[src/rtl/oam_dma.sv]
// ---------------------------------------------------------------------------
// oam_dma
//
// OAM DMA engine placed between the CPU memory port and the system bus.
// A CPU write to DMA_REG_ADDR latches the source page and copies DMA_LEN
// bytes from {src,8'h00} upwards into DEST_BASE upwards. One byte moves per
// M-cycle. During the copy the CPU is cut off from the bus. When no copy is
// running, the block is a transparent passthrough.
//
// Ports
//   clk         system clock, shared with the CPU
//   reset       asynchronous reset, active low
//   t_cycle     T-cycle phase 0..3; an M-cycle ends on the edge where it is 3
//   cpu_addr    CPU bus address
//   cpu_enable  CPU bus access enable
//   cpu_write   CPU bus write enable
//   cpu_wdata   CPU bus write data
//   cpu_rdata   read data returned to the CPU
//   bus_addr    downstream address
//   bus_enable  downstream access enable
//   bus_write   downstream write enable
//   bus_wdata   downstream write data
//   bus_rdata   downstream read data
//   dma_active  high while a copy is pending or running
// ---------------------------------------------------------------------------
module oam_dma #(
    parameter logic [15:0] DMA_REG_ADDR = 16'hFF46,
    parameter int          DMA_LEN      = 160,
    parameter logic [15:0] DEST_BASE    = 16'hFE00
) (
    input  logic        clk,
    input  logic        reset,
    input  logic [1:0]  t_cycle,
    input  logic [15:0] cpu_addr,
    input  logic        cpu_enable,
    input  logic        cpu_write,
    input  logic [7:0]  cpu_wdata,
    output logic [7:0]  cpu_rdata,
    output logic [15:0] bus_addr,
    output logic        bus_enable,
    output logic        bus_write,
    output logic [7:0]  bus_wdata,
    input  logic [7:0]  bus_rdata,
    output logic        dma_active
);

    typedef enum logic [1:0] {
        IDLE  = 2'd0,
        START = 2'd1,
        XFER  = 2'd2
    } state_t;

    localparam logic [7:0] LAST_INDEX = 8'(DMA_LEN - 1);

    state_t      state;
    logic [7:0]  src_reg;
    logic [7:0]  index;
    logic [7:0]  latch;

    logic        reg_hit;
    logic        m_end;

    assign reg_hit    = cpu_enable && (cpu_addr == DMA_REG_ADDR);
    assign m_end      = (t_cycle == 2'd3);
    assign dma_active = (state != IDLE);

    always_ff @(posedge clk or negedge reset) begin
        if (!reset) begin
            state   <= IDLE;
            src_reg <= 8'hFF;
            index   <= 8'd0;
            latch   <= 8'd0;
        end else begin
            // Source byte is sampled at the end of the read half of the M-cycle.
            if (state == XFER && t_cycle == 2'd1) begin
                latch <= bus_rdata;
            end

            // A register write wins over the normal sequencing, so writing
            // mid-transfer simply restarts from the new source page.
            if (reg_hit && cpu_write && m_end) begin
                src_reg <= cpu_wdata;
                index   <= 8'd0;
                state   <= START;
            end else if (m_end) begin
                case (state)
                    START: state <= XFER;
                    XFER: begin
                        if (index == LAST_INDEX) begin
                            state <= IDLE;
                            index <= 8'd0;
                        end else begin
                            index <= index + 8'd1;
                        end
                    end
                    default: ;
                endcase
            end
        end
    end

    always_comb begin
        bus_addr   = cpu_addr;
        bus_enable = cpu_enable;
        bus_write  = cpu_write;
        bus_wdata  = cpu_wdata;
        cpu_rdata  = bus_rdata;

        case (state)
            IDLE: begin
                if (reg_hit) begin
                    bus_enable = 1'b0;
                    bus_write  = 1'b0;
                end
            end
            START: begin
                bus_addr   = 16'h0000;
                bus_enable = 1'b0;
                bus_write  = 1'b0;
                bus_wdata  = 8'h00;
                cpu_rdata  = 8'hFF;
            end
            XFER: begin
                // The DMA owns the bus here; a CPU access to the register
                // itself is served locally and never reaches the bus.
                bus_enable = 1'b1;
                cpu_rdata  = 8'hFF;
                if (t_cycle[1] == 1'b0) begin
                    bus_addr  = {src_reg, index};
                    bus_write = 1'b0;
                    bus_wdata = 8'h00;
                end else begin
                    bus_addr  = DEST_BASE + {8'h00, index};
                    bus_write = 1'b1;
                    bus_wdata = latch;
                end
            end
            default: begin
                bus_enable = 1'b0;
                bus_write  = 1'b0;
            end
        endcase

        if (reg_hit) begin
            cpu_rdata = src_reg;
        end
    end

endmodule

[config.mk]
export PLATFORM = sky130hd
export DESIGN_NAME = oam_dma
export DESIGN_NICKNAME = d
export VERILOG_FILES = /design/src/rtl/oam_dma.sv
export SDC_FILE = /design/constraint.sdc
export NUM_CORES = 1
export LEC_CHECK = 0
export ABC_AREA = 0
export ABC_CLOCK_PERIOD_IN_PS = 2900
export BUFFER_PORTS_ARGS = -buffer_cell sky130_fd_sc_hd__buf_2
export CAP_MARGIN = 20
export CELL_PAD_IN_SITES_DETAIL_PLACEMENT = 0
export CELL_PAD_IN_SITES_GLOBAL_PLACEMENT = 1
export CORE_UTILIZATION = 35
export CTS_CLUSTER_SIZE = 30
export DETAILED_ROUTE_END_ITERATION = 16
export GPL_ROUTABILITY_DRIVEN = 0
export PLACE_DENSITY = 0.79
export SLEW_MARGIN = 20
export SYNTH_ARGS = -nofsm -noshare
export SYNTH_HDL_FRONTEND = slang
export SYNTH_SLANG_ARGS = --single-unit
export TNS_END_PERCENT = 50
[constraint.sdc]
create_clock -name clk -period 2.9 [get_ports clk]
set_input_delay 0.58 -clock clk [delete_from_list [all_inputs] [get_ports clk]]
set_output_delay 0.58 -clock clk [all_outputs]
set_load 0.005 [all_outputs]
### After elaboration in Yosys (flattened, before gate mapping)

Cells that the tools add are included.

* reductions and logical operators: 12
* multiplexer cells: 19
* add/subtract/negate cells: 2
* eq/ne operators: 7

Operator list (number)
* 8-bit 2-to-1 mux: 7
* 16-bit one-hot mux with 2 select lines: 1
* 16-bit equality test, second input constant: 1
* 16-bit 2-to-1 mux: 1
* 8-bit one-hot mux with 2 select lines: 1
* 10-bit by 9-bit adder with 11-bit output, first input constant: 1
* 8-bit by 1-bit adder with 8-bit output, second input constant: 1
* 8-bit equality test, second input constant: 1
* 2-bit 2-to-1 mux: 3
* 2-bit nonzero test: 3
* 2-bit by 1-bit equality test with 1-bit output, second input constant: 2
* 2-bit equality test, second input constant: 2
* 1-bit logical AND: 4
* 1-bit one-hot mux with 2 select lines: 2
* 2-bit one-hot mux with 2 select lines: 1
* 1-bit 2-to-1 mux: 3
* 3-bit by 1-bit inequality test with 1-bit output, second input constant: 1
* 3-bit AND reduction: 1
* 3-bit nonzero test: 1
* 2-bit logical NOT: 1
* 2-bit AND reduction: 1
* 2-bit OR reduction: 1

* logic and storage cells: 44
* output and inout bits: 35
* bits of input ports: 38
* register bits after elaboration: 26

### Logic depth before layout (Yosys ltp)

* depth after elaboration: 6
* gate-level depth with buffers: 8
* mapped depth without buffers: 6

### Least setup slack after synthesis

OpenSTA, ideal clock, no wires.

* kind: input to output
* start: input port cpu_addr[5]
* end: output port bus_enable
* data required time: 2.320 ns
* stages: 4
* path slack: 0.395 ns
* buffers on the path: 1
* arrival time: 1.925 ns
* cell sequence: or4b_4 > or4_1 > buf_2 > a31o_2

* word-level cells in the longest chain between the ends: 4

RTL lines
* start: declaration: line 34 `input logic [15:0] cpu_addr,`
* 16-bit equality test: line 63 `assign reg_hit = cpu_enable && (cpu_addr == DMA_REG_ADDR);`
* 1-bit logical AND: line 63
* 1-bit 2-to-1 mux: line 111 `if (reg_hit) begin`
* 1-bit one-hot mux with 2 select lines: line 109 `case (state)`
* end: declaration: line 40 `output logic bus_enable,`

No other way between the ends.

### Worst setup path in the final report

* start: input port cpu_addr[5]
* end: output port cpu_rdata[6]

* word-level cells in the longest chain between the ends: 3

RTL lines
* 16-bit equality test: line 63
* 1-bit logical AND: line 63
* 8-bit 2-to-1 mux: line 144 `if (reg_hit) begin`
* end: declaration: line 38 `output logic [7:0] cpu_rdata,`

No other way between the ends.

==> results by group <==
Outcome
  • Status: complete, no violations

Placed design
  • Half-perimeter wire length after detailed placement: 3.710 mm
  • Placed standard-cell area: 0.002242 mm2
  • Cell count after placement: 348
  • I/O Buffers: 72

Global routing
  • Number of global-route vias before repair: 1607
  • GR Overflow Total: 0
  • Overall track demand over capacity in global routing: 18.89%
  • First-pass GRT wire length: 7.824 mm
  • Maximum number of pins on one net before global-route repair: 38
  • Number of antenna violations at the first check in global routing: 0

Floorplan
  • Effective utilization at floorplan: 37.55%
  • Floorplan die height: 74.12 um
  • Total core area: 0.004848 mm2
  • Site row count: 25
  • Die Span X: 74.12 um
  • I/O Pins: 73
  • Area enclosed by the die boundary: 0.005494 mm2

Drt
  • Detailed router's first-iteration violation count: 114
  • DR WL/cell: 14.09 um
  • Vias after detailed routing: 1771
  • DR vias/cell: 5.031
  • Post-route DRC: 0
  • Detailed Routing Iterations Pass 1: 4
  • Total Wirelength: 4.958 mm
  • Routed Antenna Nets: 0

Finish
  • Number of fill cells in the layout: 497
  • Area used by multi-input combinational logic: 991.0 um2
  • Post-layout util: 47.82%
  • Final net count: 328
  • # diodes: 0
  • Summed area of non-filler cells in the final layout: 0.002318 mm2
  • Filler-free cell count of the finished design: 352
  • Flip-flop and latch area: 660.6 um2
  • Area added between synthesis and finish: 27.35%
  • Most common library cell in the layout ignoring fill and taps: sky130_fd_sc_hd__buf_2
  • Top library cells by usage in the layout, fill and taps aside: 72 x sky130_fd_sc_hd__buf_2, 27 x sky130_fd_sc_hd__inv_1, 27 x sky130_fd_sc_hd__nand2_1
  • Share of final-layout standard cells stronger than drive strength 1: 38.60%

Flow run
  • Max cap viols: 0

Clocking
  • Inserted Clock Buffers: 3
  • Level count of the clock H-tree: 1
  • CTS tree: yes
  • Total setup buffers inserted after CTS: 0
  • Clock tree sinks: 26
  • Root buffer selected by CTS: sky130_fd_sc_hd__clkbuf_8
  • Insertion delay to the later sink of the worst-skew pair: 0.28 ns
  • Clock Pin Slew Worst Setup and Hold Paths: 0.09 ns
  • Number of buffers between clock root and the deepest sink: 2

Synthesis
  • Number of cells produced by synthesis: 218
  • Fraction of synthesis flops using an asynchronous set or reset pin: 100.0%
  • Netlist Area Pre-Place: 0.001820 mm2
  • Yosys warning count: 0
  • Syn_nets: 260
  • Post-synthesis sequential element count: 26
  • Top flip-flop cell by instance count after synthesis: sky130_fd_sc_hd__dfrtp_1
  • Portion of the post-synthesis area used by sequential elements: 36.29%
  • EDFF count, synth: 0
  • Syn Area/Cell: 8.351 um2
  • Number of unique standard cell types used by synthesis: 41

Setup path
  • Endpoint class of the critical path: output pin
  • Data arrival time of the critical path: 2.27 ns
  • WS Path Type: primary input to output pin
  • Crit-path most repeated cell: sky130_fd_sc_hd__buf_2
  • Endpoint required time on the critical path: 2.32 ns
  • Startpoint class of the critical path: primary input
  • Max FO, Critical Path: 9
  • CP max stage cell: sky130_fd_sc_hd__or4b_4
  • Peak per-stage delay on the critical path: 0.56 ns
  • Cells traversed along the worst timing path: buf_2, or4b_4, or4_1, buf_4, nor3b_1, a21oi_1, buf_2

Timing
  • Fin crit share: 98.39%
  • Unrepaired setup endpoints after global routing: no
  • Highest achievable clock rate: 0.3505 GHz
  • Total negative setup slack: 0 ns
  • Final-report hold violation count: 0
  • Slew Viols, Final: 0
  • Actual transition at the worst max-transition pin: 0.6085 ns
  • Slew HR: 59.44%
  • Setup violators final: 0
  • Tmin final: 2.853 ns
  • Setup Skew: 0.002680 ns

Power and ir drop
  • Total leakage power: 1.175 nW
  • Power density cells: 430.6 mW/mm2
  • Total power: 998.4 uW
  • Largest voltage drop on the vdd net: 0.0003014 V

Worst hold path
  • Type of the tightest min-delay check: primary input to async pin
==> cell type report <==
type	count	area share, %
tap	67	3.616
multi-input combinational	151	42.74
sequential	26	28.49
timing repair buffer	77	17.70
clock inverter	1	1.295
clock buffer	3	1.781
inverter	27	4.371
==> where the power goes <==
| group | internal, mW | switching (mW) |
|---|---|---|
| Sequential | 0.408 | 0.0487 |
| Combinational | 0.118 | 0.115 |
| Clock | 0.185 | 0.124 |
| Total | 0.710 | 0.288 |
==> routing by layer <==
metal / vias to the layer above / track usage [%] / wire (um)
li1: 889 / - / -
met1: 826 / 25.25 / 2239
met2: 52 / 31.62 / 2410
met3: 4 / 3.930 / 272
met4: 0 / 3.846 / 36
met5: - / 0 / 0
==> synth_stat cells (2+ instances only) <==
cell type                   n  area, um2
sky130_fd_sc_hd__inv_1     27      101.4
sky130_fd_sc_hd__dfstp_2    8      210.2
sky130_fd_sc_hd__mux2_2    15      168.9
sky130_fd_sc_hd__dfrtp_1   18      450.4
sky130_fd_sc_hd__nor2b_1    2      12.51
sky130_fd_sc_hd__nor3b_1    7      52.55
sky130_fd_sc_hd__nand3_1    7      35.03
sky130_fd_sc_hd__nor2_1    13      48.80
sky130_fd_sc_hd__nand4_1    5      31.28
sky130_fd_sc_hd__o211ai_1   7      52.55
sky130_fd_sc_hd__clkbuf_1  10      37.54
sky130_fd_sc_hd__ha_1       4      50.05
sky130_fd_sc_hd__o22ai_1    8      50.05
sky130_fd_sc_hd__and3_1     5      31.28
sky130_fd_sc_hd__a21oi_1   12      60.06
sky130_fd_sc_hd__xor2_1     3      26.28
sky130_fd_sc_hd__nand2_1   27      101.4
sky130_fd_sc_hd__o21ai_0   17      85.08
==> critical path: cells and delay by family <==
kind            cells  cell delay (ns)
compound gates      1             0.07
buf+inv             3             0.42
simple gates        3             1.19
==> cells by family after synthesis <==
logic type | share of synthesized area (%)
buf+inv | 9.553
compound gates | 16.84
fa+ha+maj | 2.749
mux | 10.45
xor+xnor | 1.444
simple gates | 22.68
flops | 36.29
==> worst paths after layout <==
kind                       slack, ns  cells after the start            to   startpoint
max                             0.05                      7  cpu_rdata[6]  cpu_addr[5]
min                             0.30                      1      index[4]        reset
max reg2reg                     0.97                      6      latch[5]     state[0]
min reg2reg                     0.51                      1      latch[2]     latch[2]
max in group asynchronous       2.20                      1      latch[4]        reset
min in group clk                0.51                      1      latch[2]     latch[2]
==> repair_timing <==
action,in CTS,in global routing
hold buffers,0,0
gates resized for setup,0,1
endpoints found under the setup margin,0,1
==> per-stage QoR <==
stage	worst slack, ns	hold WS (ns)
2_1_floorplan	0.3946	0.2844
3_3_place_gp	0.06130	0.4883
3_5_place_dp	0.05539	0.4950
4_1_cts	0.05393	0.3204
5_1_grt	0.008447	0.3490
6_report	0.04656	0.2995
No activity file was read; power rests on OpenSTA's default activity.
